**config.mk**
```make
export PLATFORM = sky130hd
export DESIGN_NAME = fifo_stream_reader_flat
export DESIGN_NICKNAME = d
export VERILOG_FILES = /design/src/rtl/conv_stream_pkg.sv /design/src/rtl/fifo_stream_reader_if.sv /design/src/rtl/stream_buf2.sv /design/src/rtl/fifo_stream_reader.sv /design/src/flat_wrapper.sv
export SDC_FILE = /design/constraint.sdc
export NUM_CORES = 1
export LEC_CHECK = 0
export ABC_AREA = 1
export BUFFER_PORTS_ARGS = -buffer_cell sky130_fd_sc_hd__buf_2
export CAP_MARGIN = 20
export CORE_MARGIN = 10
export CORE_UTILIZATION = 25
export CTS_CLUSTER_DIAMETER = 30
export DETAILED_ROUTE_END_ITERATION = 10
export GPL_TIMING_DRIVEN = 0
export SKIP_CTS_REPAIR_TIMING = 1
export SYNTH_ARGS = -nofsm -noshare
export SYNTH_HDL_FRONTEND = slang
export SYNTH_SLANG_ARGS = --single-unit
```
**constraint.sdc**
```tcl
create_clock -name rd_clk -period 8.8 [get_ports rd_clk]
set_input_delay 2.64 -clock rd_clk [delete_from_list [all_inputs] [get_ports rd_clk]]
set_output_delay 2.64 -clock rd_clk [all_outputs]
set_load 0.02 [all_outputs]
```
**src/rtl/conv_stream_pkg.sv**
```systemverilog
// Shared types and sizing helpers for the convolution stream path.
// The stream-beat struct is the common word format of all conv stages.
package conv_stream_pkg;

    localparam int DEFAULT_DATA_WIDTH = 8;
    localparam int DEFAULT_LINE_LEN   = 16;
    localparam int BEAT_W = (DEFAULT_LINE_LEN > 1) ? $clog2(DEFAULT_LINE_LEN) : 1;

    // Beat-counter width for an arbitrary line length; one bit minimum so LINE_LEN=1 still works.
    function automatic int beat_w(input int line_len);
        return (line_len > 1) ? $clog2(line_len) : 1;
    endfunction

    typedef struct packed {
        logic [DEFAULT_DATA_WIDTH-1:0] data;
        logic                          last;
    } stream_beat_t;

endpackage

```
**src/rtl/fifo_stream_reader_if.sv**
```systemverilog
// FIFO read port plus outgoing valid/ready stream, seen from the reader (master)
// and from the surrounding FIFO/sink (slave).
interface fifo_stream_reader_if
    import conv_stream_pkg::*;
#(
    parameter int DATA_WIDTH = DEFAULT_DATA_WIDTH
);
    logic                  fifo_empty;
    logic [DATA_WIDTH-1:0] fifo_data;
    logic                  fifo_rd_en;
    logic                  m_valid;
    logic                  m_ready;
    logic [DATA_WIDTH-1:0] m_data;
    logic                  m_last;
    logic [1:0]            level;

    modport master (
        input  fifo_empty, fifo_data, m_ready,
        output fifo_rd_en, m_valid, m_data, m_last, level
    );

    modport slave (
        output fifo_empty, fifo_data, m_ready,
        input  fifo_rd_en, m_valid, m_data, m_last, level
    );
endinterface

```
**src/rtl/stream_buf2.sv**
```systemverilog
// Two-entry register buffer: push at the tail, pop from the head, both allowed in one cycle.
// Callers guarantee no push when full and no pop when empty.
module stream_buf2 #(
    parameter int DATA_WIDTH = 8
) (
    input  logic                  clk,
    input  logic                  rst_n,
    input  logic                  i_clear,
    input  logic                  i_push,
    input  logic [DATA_WIDTH-1:0] i_data,
    input  logic                  i_pop,
    output logic [DATA_WIDTH-1:0] o_head,
    output logic [1:0]            o_level
);
    logic [DATA_WIDTH-1:0] r_mem [2];
    logic [1:0]            r_level;

    // NOTE: the storage is reset too because the head drives m_data, which must read 0 out of reset;
    // all state here uses non-blocking assignments so every read sees pre-edge values.
    always_ff @(posedge clk or negedge rst_n) begin
        if (!rst_n) begin
            r_mem[0] <= '0;
            r_mem[1] <= '0;
            r_level  <= 2'd0;
        end else if (i_clear) begin
            r_level <= 2'd0;
        end else begin
            case ({i_push, i_pop})
                2'b10: begin
                    r_mem[r_level[0]] <= i_data;
                    r_level           <= r_level + 2'd1;
                end
                2'b01: begin
                    r_mem[0] <= r_mem[1];
                    r_level  <= r_level - 2'd1;
                end
                2'b11: begin
                    if (r_level == 2'd1) begin
                        r_mem[0] <= i_data;
                    end else begin
                        r_mem[0] <= r_mem[1];
                        r_mem[1] <= i_data;
                    end
                end
                default: ;
            endcase
        end
    end

    assign o_head  = r_mem[0];
    assign o_level = r_level;

endmodule

```
**src/rtl/fifo_stream_reader.sv**
```systemverilog
// Read-side FIFO companion: credit-based rd_en, one-cycle-late capture into a 2-entry
// buffer, valid/ready output stream with an end-of-line marker every LINE_LEN beats.
module fifo_stream_reader
    import conv_stream_pkg::*;
#(
    parameter int DATA_WIDTH = DEFAULT_DATA_WIDTH,
    parameter int LINE_LEN   = DEFAULT_LINE_LEN
) (
    input  logic                 rd_clk,
    input  logic                 rst_n,
    input  logic                 flush,
    fifo_stream_reader_if.master bus
);
    localparam int              LINE_BEAT_W = beat_w(LINE_LEN);
    localparam [LINE_BEAT_W-1:0] LAST_BEAT  = LINE_BEAT_W'(LINE_LEN - 1);

    logic                   r_inflight;
    logic                   r_discard;
    logic [LINE_BEAT_W-1:0] r_beat_cnt;

    logic                  w_valid;
    logic                  w_pop;
    logic                  w_push;
    logic                  w_rd_en;
    logic [1:0]            w_level;
    logic [2:0]            w_credit;
    logic [DATA_WIDTH-1:0] w_head;

    assign w_valid = (w_level != 2'd0);
    assign w_pop   = w_valid && bus.m_ready;

    // Words already owned (buffered + in flight) after this cycle's pop; a read is only
    // issued when its word is guaranteed a slot, so the buffer can never overflow.
    assign w_credit = {1'b0, w_level} + {2'b00, r_inflight} - {2'b00, w_pop};
    assign w_rd_en  = rst_n && !flush && !bus.fifo_empty && (w_credit < 3'd2);
    assign w_push   = r_inflight && !r_discard;

    stream_buf2 #(
        .DATA_WIDTH(DATA_WIDTH)
    ) u_buf (
        .clk    (rd_clk),
        .rst_n  (rst_n),
        .i_clear(flush),
        .i_push (w_push),
        .i_data (bus.fifo_data),
        .i_pop  (w_pop),
        .o_head (w_head),
        .o_level(w_level)
    );

    always_ff @(posedge rd_clk or negedge rst_n) begin
        if (!rst_n) begin
            r_inflight <= 1'b0;
            r_discard  <= 1'b0;
            r_beat_cnt <= '0;
        end else begin
            r_inflight <= w_rd_en;
            r_discard  <= flush ? r_inflight : 1'b0;
            if (flush) begin
                r_beat_cnt <= '0;
            end else if (w_pop) begin
                r_beat_cnt <= (r_beat_cnt == LAST_BEAT) ? '0 : r_beat_cnt + 1'b1;
            end
        end
    end

    assign bus.fifo_rd_en = w_rd_en;
    assign bus.m_valid    = w_valid;
    assign bus.m_data     = w_head;
    assign bus.m_last     = w_valid && (r_beat_cnt == LAST_BEAT);
    assign bus.level      = w_level;

endmodule

```
**src/flat_wrapper.sv**
```systemverilog
// flat-port wrapper written by rule: the top's interface ports become plain ports
module fifo_stream_reader_flat import conv_stream_pkg::*;
#(
    parameter int DATA_WIDTH = DEFAULT_DATA_WIDTH,
    parameter int LINE_LEN   = DEFAULT_LINE_LEN
)
  (rd_clk, rst_n, flush, bus_fifo_empty, bus_fifo_data, bus_m_ready, bus_fifo_rd_en, bus_m_valid, bus_m_data, bus_m_last, bus_level);
  fifo_stream_reader_if #(.DATA_WIDTH(DATA_WIDTH)) bus_i ();
  input  logic rd_clk;
  input  logic rst_n;
  input  logic flush;
  input wire logic [$bits(bus_i.fifo_empty)-1:0] bus_fifo_empty;
  input wire logic [$bits(bus_i.fifo_data)-1:0] bus_fifo_data;
  input wire logic [$bits(bus_i.m_ready)-1:0] bus_m_ready;
  output wire logic [$bits(bus_i.fifo_rd_en)-1:0] bus_fifo_rd_en;
  output wire logic [$bits(bus_i.m_valid)-1:0] bus_m_valid;
  output wire logic [$bits(bus_i.m_data)-1:0] bus_m_data;
  output wire logic [$bits(bus_i.m_last)-1:0] bus_m_last;
  output wire logic [$bits(bus_i.level)-1:0] bus_level;
  assign bus_i.fifo_empty = bus_fifo_empty;
  assign bus_i.fifo_data = bus_fifo_data;
  assign bus_i.m_ready = bus_m_ready;
  assign bus_fifo_rd_en = bus_i.fifo_rd_en;
  assign bus_m_valid = bus_i.m_valid;
  assign bus_m_data = bus_i.m_data;
  assign bus_m_last = bus_i.m_last;
  assign bus_level = bus_i.level;
  fifo_stream_reader #(.DATA_WIDTH(DATA_WIDTH), .LINE_LEN(LINE_LEN)) u_core (.rd_clk(rd_clk), .rst_n(rst_n), .flush(flush), .bus(bus_i));
endmodule
```
After elaboration in Yosys (flattened, before gate mapping). Cells that the tools add are included. Widths: inputs -> output; s select.

Register bits: 24. Word-level logic and storage cells: 52.

Add/subtract/negate cells: 5. $lt $le $gt $ge: 3. Equality and inequality tests: 6. Mux-type cells: 13. Bitwise logic cells: 2. Reductions and logical operators: 17.

Operator list (number): $mux 8 (3); $pmux 8 s3 (1); $bwmux 16 (1); $pmux 8 s2 (1); $mux 4 (3); $demux 8 s1 (1); $logic_and 1x1->1 (7); $reduce_bool 2->1 (3); $reduce_bool 3->1 (2); $add 4x1->4 const B (1); $eq 2x1->1 const B (2); $eq 2x2->1 const B (2); $eq 4x4->1 const B (1); $pmux 2 s2 (1); $add 2x1->3 (1); $logic_not 1->1 (3); $lt 3x2->1 const B (1); $reduce_and 3->1 (1); $sub 3x1->3 (1); $add 2x1->2 const B (1); $ge 2x2->1 const B (1); $lt 2x1->1 const B (1); $mux 2 (1); $ne 2x2->1 const B (1); other kinds (5) (5).

Depth between registers and ports, before layout.
Depth in word-level cells: 7. Mapped depth: 10. Depth with buffers taken out: 9.

Modules after synthesis. A second synthesis with hierarchy kept.

Cells, all modules: 200. Area, all modules: 1451.4 µm².

Modules (own cells, without submodules): stream_buf2 (instances 1, cells an instance 151, area each 1063.5 µm², sequential area each 450.4 µm²); fifo_stream_reader (instances 1, cells an instance 49, area each 387.9 µm², sequential area each 150.1 µm²).

Worst setup path after synthesis. Ideal clock, no wire load.

Path kind: input-to-output. From: in bus_m_ready. To: out bus_fifo_rd_en. Arrival: 4.454 ns. Data required time: 6.160 ns. Path slack: 1.706 ns. Stages: 7. Buffers on the path: 1. Cells stage by stage: nand2_4 buf_4 nor2_1 o21ai_0 fa_1 nand2_1 nor4_1.

Longest elaborated chain between the ends: 4.

Ends and longest elaborated chain: from (decl) (line flat_wrapper.sv:14) `input wire logic [$bits(bus_i.m_ready)-1:0] bus_m_ready;`; $logic_and 1x1->1 (line fifo_stream_reader.sv:30) `assign w_pop = w_valid && bus.m_ready;`; $sub 3x1->3 (line fifo_stream_reader.sv:34) `assign w_credit = {1'b0, w_level} + {2'b00, r_inflight} - {2'b00, w_pop};`; $lt 3x2->1 (line fifo_stream_reader.sv:35) `assign w_rd_en = rst_n && !flush && !bus.fifo_empty && (w_credit < 3'd2);`; $logic_and 1x1->1 (line fifo_stream_reader.sv:35); to (decl) (line flat_wrapper.sv:15) `output wire logic [$bits(bus_i.fifo_rd_en)-1:0] bus_fifo_rd_en;`.

No other way between the ends.

Worst setup path after layout. Same ends and word-level chain as after synthesis.

==> results.md <==
* Worst vdd rail ir drop at 0.0000596 V
* Placed wire-length estimate at 2760 um
* Top cell type by total area after synthesis: sky130_fd_sc_hd__dfrtp_1
* Latest clock arrival within the worst-skew pair at 0.26 ns
* Sum of overflow across all layers after global routing at 0
* Area share of the largest cell type after synthesis at 39.1%
* Share of the yosys chip area belonging to registers at 39.1%
* Power density relative to cell area at 272 nW/um2
* Register area at 601 um2
* Synth top area cells: sky130_fd_sc_hd__dfrtp_1 (39%), sky130_fd_sc_hd__nand2_1 (19%), sky130_fd_sc_hd__nand3_1 (11%)
* CP Capture Point: bus_fifo_rd_en
* CP required at 6.16 ns
* Top library cells by usage in the layout, fill and taps aside: sky130_fd_sc_hd__nand2_1 (76), sky130_fd_sc_hd__nand3_1 (35), sky130_fd_sc_hd__buf_2 (26)
* Max Root-Sink Buffers at 2
* Via count normalized by instance count at 4.33
* Number of diodes at 0
* Number of maximum-capacitance constraint violations at 0
* Cell breakdown of the critical path: buf_2, nand2_4, buf_4, nor2_1, o21ai_0, fa_1, nand2_1, nor4_1, buf_2
* Critical path peak fanout at 10
* Setup crit start kind: input port
* Number of nets produced by synthesis at 231
* Final Hold Viols at 0
* Final period util at 81.0%
* Number of cells after detailed placement at 314
* Setup_tns at 0 ns
* Worst clock skew at 0.00281 ns
* Setup slack of the worst register-to-register path at 5.95 ns
* Endpoint type of the worst setup path: output port
* H-tree depth reported by CTS at 1
* Transition time of the tightest slew-check pin at 0.548 ns
* Residual DRC count at 0
* Count of boundary I/O pins at 26
* Post-layout instance count excluding filler cells at 317
* Pin count of the biggest net entering global routing at 26
* Fill cell instance count of the final layout at 690
* Starting DRT DRC Count at 88
* Delay of the slowest cell on the worst path at 0.50 ns
* Source of the worst register-to-register timing path: u_core.u_buf.o_level[0]
* Detailed Route WL at 3530 um
* TritonCTS clock tree: done
* Area growth syn-to-layout at 16.9%
* Unique cell type count in the Yosys netlist at 21
* Antenna violations before repair at 0
* Path type of the worst setup path: in -> out
* Fraction of layout instances using a drive strength above 1 at 22.7%
* 1st-pass router iterations at 4
* Count of buffers inserted at the top-level ports at 25
* Starting density of the core at 25.8%
* Average instance area after synthesis at 7.19 um2
* Overall via count from detail_route at 1373
* Most prevalent standard cell on the critical path: sky130_fd_sc_hd__buf_2
* Critical register-to-register path endpoint: u_core.r_inflight
* Core Rows at 28
* Worst setup startpoint: bus_m_ready
* Placeable core region at 5960 um2
* ANT nets after route at 0
* Die extent in y at 98.4 um
* Clock tree root buffer cell: sky130_fd_sc_hd__clkbuf_8
* Max Clock Freq at 140 MHz
* Total Die Area at 9690 um2
* Num CTS Buffers at 3
* Final Max Slew Viols at 0
* Yosys warns at 0
* Routed wirelength normalized by instance count at 11.1 um
* Class of the tightest hold or removal check: reg -> reg
* Unrepaired setup endpoints after global routing: false
* Library cell contributing the largest single delay on the critical path: sky130_fd_sc_hd__fa_1
* Die span in x at 98.4 um
* Depth of the worst register-to-register path at 10
* Final critical path time including I/O delays and setup at 7.12 ns
* CTS clock-pin slew for the worst setup and hold paths at 0.08 ns
* # clock sinks at 24
* Number of nets in the final layout at 261
* Total of flip-flops plus latches after synthesis at 24
* Area taken by multi-input logic gates at 778 um2
* Slew Limit Headroom at 63.5%
* Final weighted congestion of routability-driven global placement at 0.792
* Global-route total usage across every layer at 7.45%
* Global-route wire length before repair at 6310 um
* Static Leak at 0.964 nW
* Synthesized instance count at 214
* Setup-failing EPs final at 0
* Data arrival time at the worst-slack endpoint at 4.48 ns
* Outcome: finished clean
* Most frequent standard cell in the layout excluding fill and tap cells: sky130_fd_sc_hd__nand2_1
* Synthesized area at 1540 um2
* Number of global-route vias before repair at 1346
synth_stat cells:
cell and n:
sky130_fd_sc_hd__inv_2 4, sky130_fd_sc_hd__xor2_1 1, sky130_fd_sc_hd__buf_4 10, sky130_fd_sc_hd__inv_1 10, sky130_fd_sc_hd__clkinv_1 1, sky130_fd_sc_hd__nor4_1 1
sky130_fd_sc_hd__nor2_1 25, sky130_fd_sc_hd__nor2_4 3, sky130_fd_sc_hd__nand2_1 76, sky130_fd_sc_hd__o21ai_4 1, sky130_fd_sc_hd__o21ai_0 9, sky130_fd_sc_hd__nand2_2 3
sky130_fd_sc_hd__nand3_1 35, sky130_fd_sc_hd__nand2_4 2, sky130_fd_sc_hd__buf_2 1, sky130_fd_sc_hd__nor2_2 1, sky130_fd_sc_hd__ha_1 3, sky130_fd_sc_hd__xnor2_1 1
sky130_fd_sc_hd__fa_1 1, sky130_fd_sc_hd__buf_6 2, sky130_fd_sc_hd__dfrtp_1 24
sequential cells by signal, indices dropped and copies added, names as in the netlist:
register	flops
u_core.r_beat_cnt	4
u_core.r_discard	1
u_core.r_inflight	1
u_core.u_buf.o_head	8
u_core.u_buf.o_level	2
u_core.u_buf.r_mem	8
metrics by stage:
step	area (um2)	hold WS [ns]	setup WS, ns	utilization, %	power (mW)
final	1800	0.473	1.68	30.2	0.489
after global routing	1800	0.522	1.40	30.2	0.538
after CTS	1800	0.481	1.61	30.2	0.498
after detailed placement	1760	0.460	1.63	29.5	0.433
after global placement	1760	0.456	1.66	29.5	0.428
after floorplan	1540	0.442	1.71	-	0.366
area by class of cell:
type	instances	share of cell area, %
well taps	75	5.22
repair buffers	25	6.96
multi-input cells	162	43.3
inverters	15	3.13
clock buffers	3	2.30
plain buffers	13	5.71
flip-flops and latches	24	33.4
worst min-delay path by stage:
stage	from	end	depth (start not counted)
2_1_floorplan	u_core.u_buf.r_mem[5]	u_core.u_buf.r_mem[5]	2
3_5_place_dp	u_core.u_buf.r_mem[7]	u_core.u_buf.r_mem[7]	2
3_3_place_gp	u_core.u_buf.r_mem[7]	u_core.u_buf.r_mem[7]	2
6_report	u_core.u_buf.r_mem[7]	u_core.u_buf.r_mem[7]	2
5_1_grt	u_core.u_buf.r_mem[2]	u_core.u_buf.r_mem[2]	2
4_1_cts	u_core.u_buf.r_mem[7]	u_core.u_buf.r_mem[7]	2
logic make-up after synthesis:
kind of cell	Yosys count	share of synthesized area, %
buffers and inverters	28	10.3
XOR/XNOR	2	1.14
flip-flops	24	39.1
AND/OR/NAND/NOR	146	41.7
AO/OA/AOI/OAI	10	3.99
adder cells (fa/ha/maj)	4	3.74
worst max-delay path: cells and delay by family:
family	cells	cell delay, ns
buf+inv	3	0.56
simple gates	4	0.65
compound gates	1	0.14
fa+ha+maj	1	0.50
per-layer routing:
metal	routed length, um	track usage [%]	part of all wire (%)
met5	0	0	0
met4	64	2.98	1.8
met3	154	1.54	4.4
met2	1690	12.7	48
met1	1620	8.87	46
report_power, final:
group / switching [mW] / internal (mW)
Combinational: 0.152 / 0.0995
Sequential: 0.0265 / 0.148
Clock: 0.0332 / 0.0306
Power figures use the tool's default switching activity.
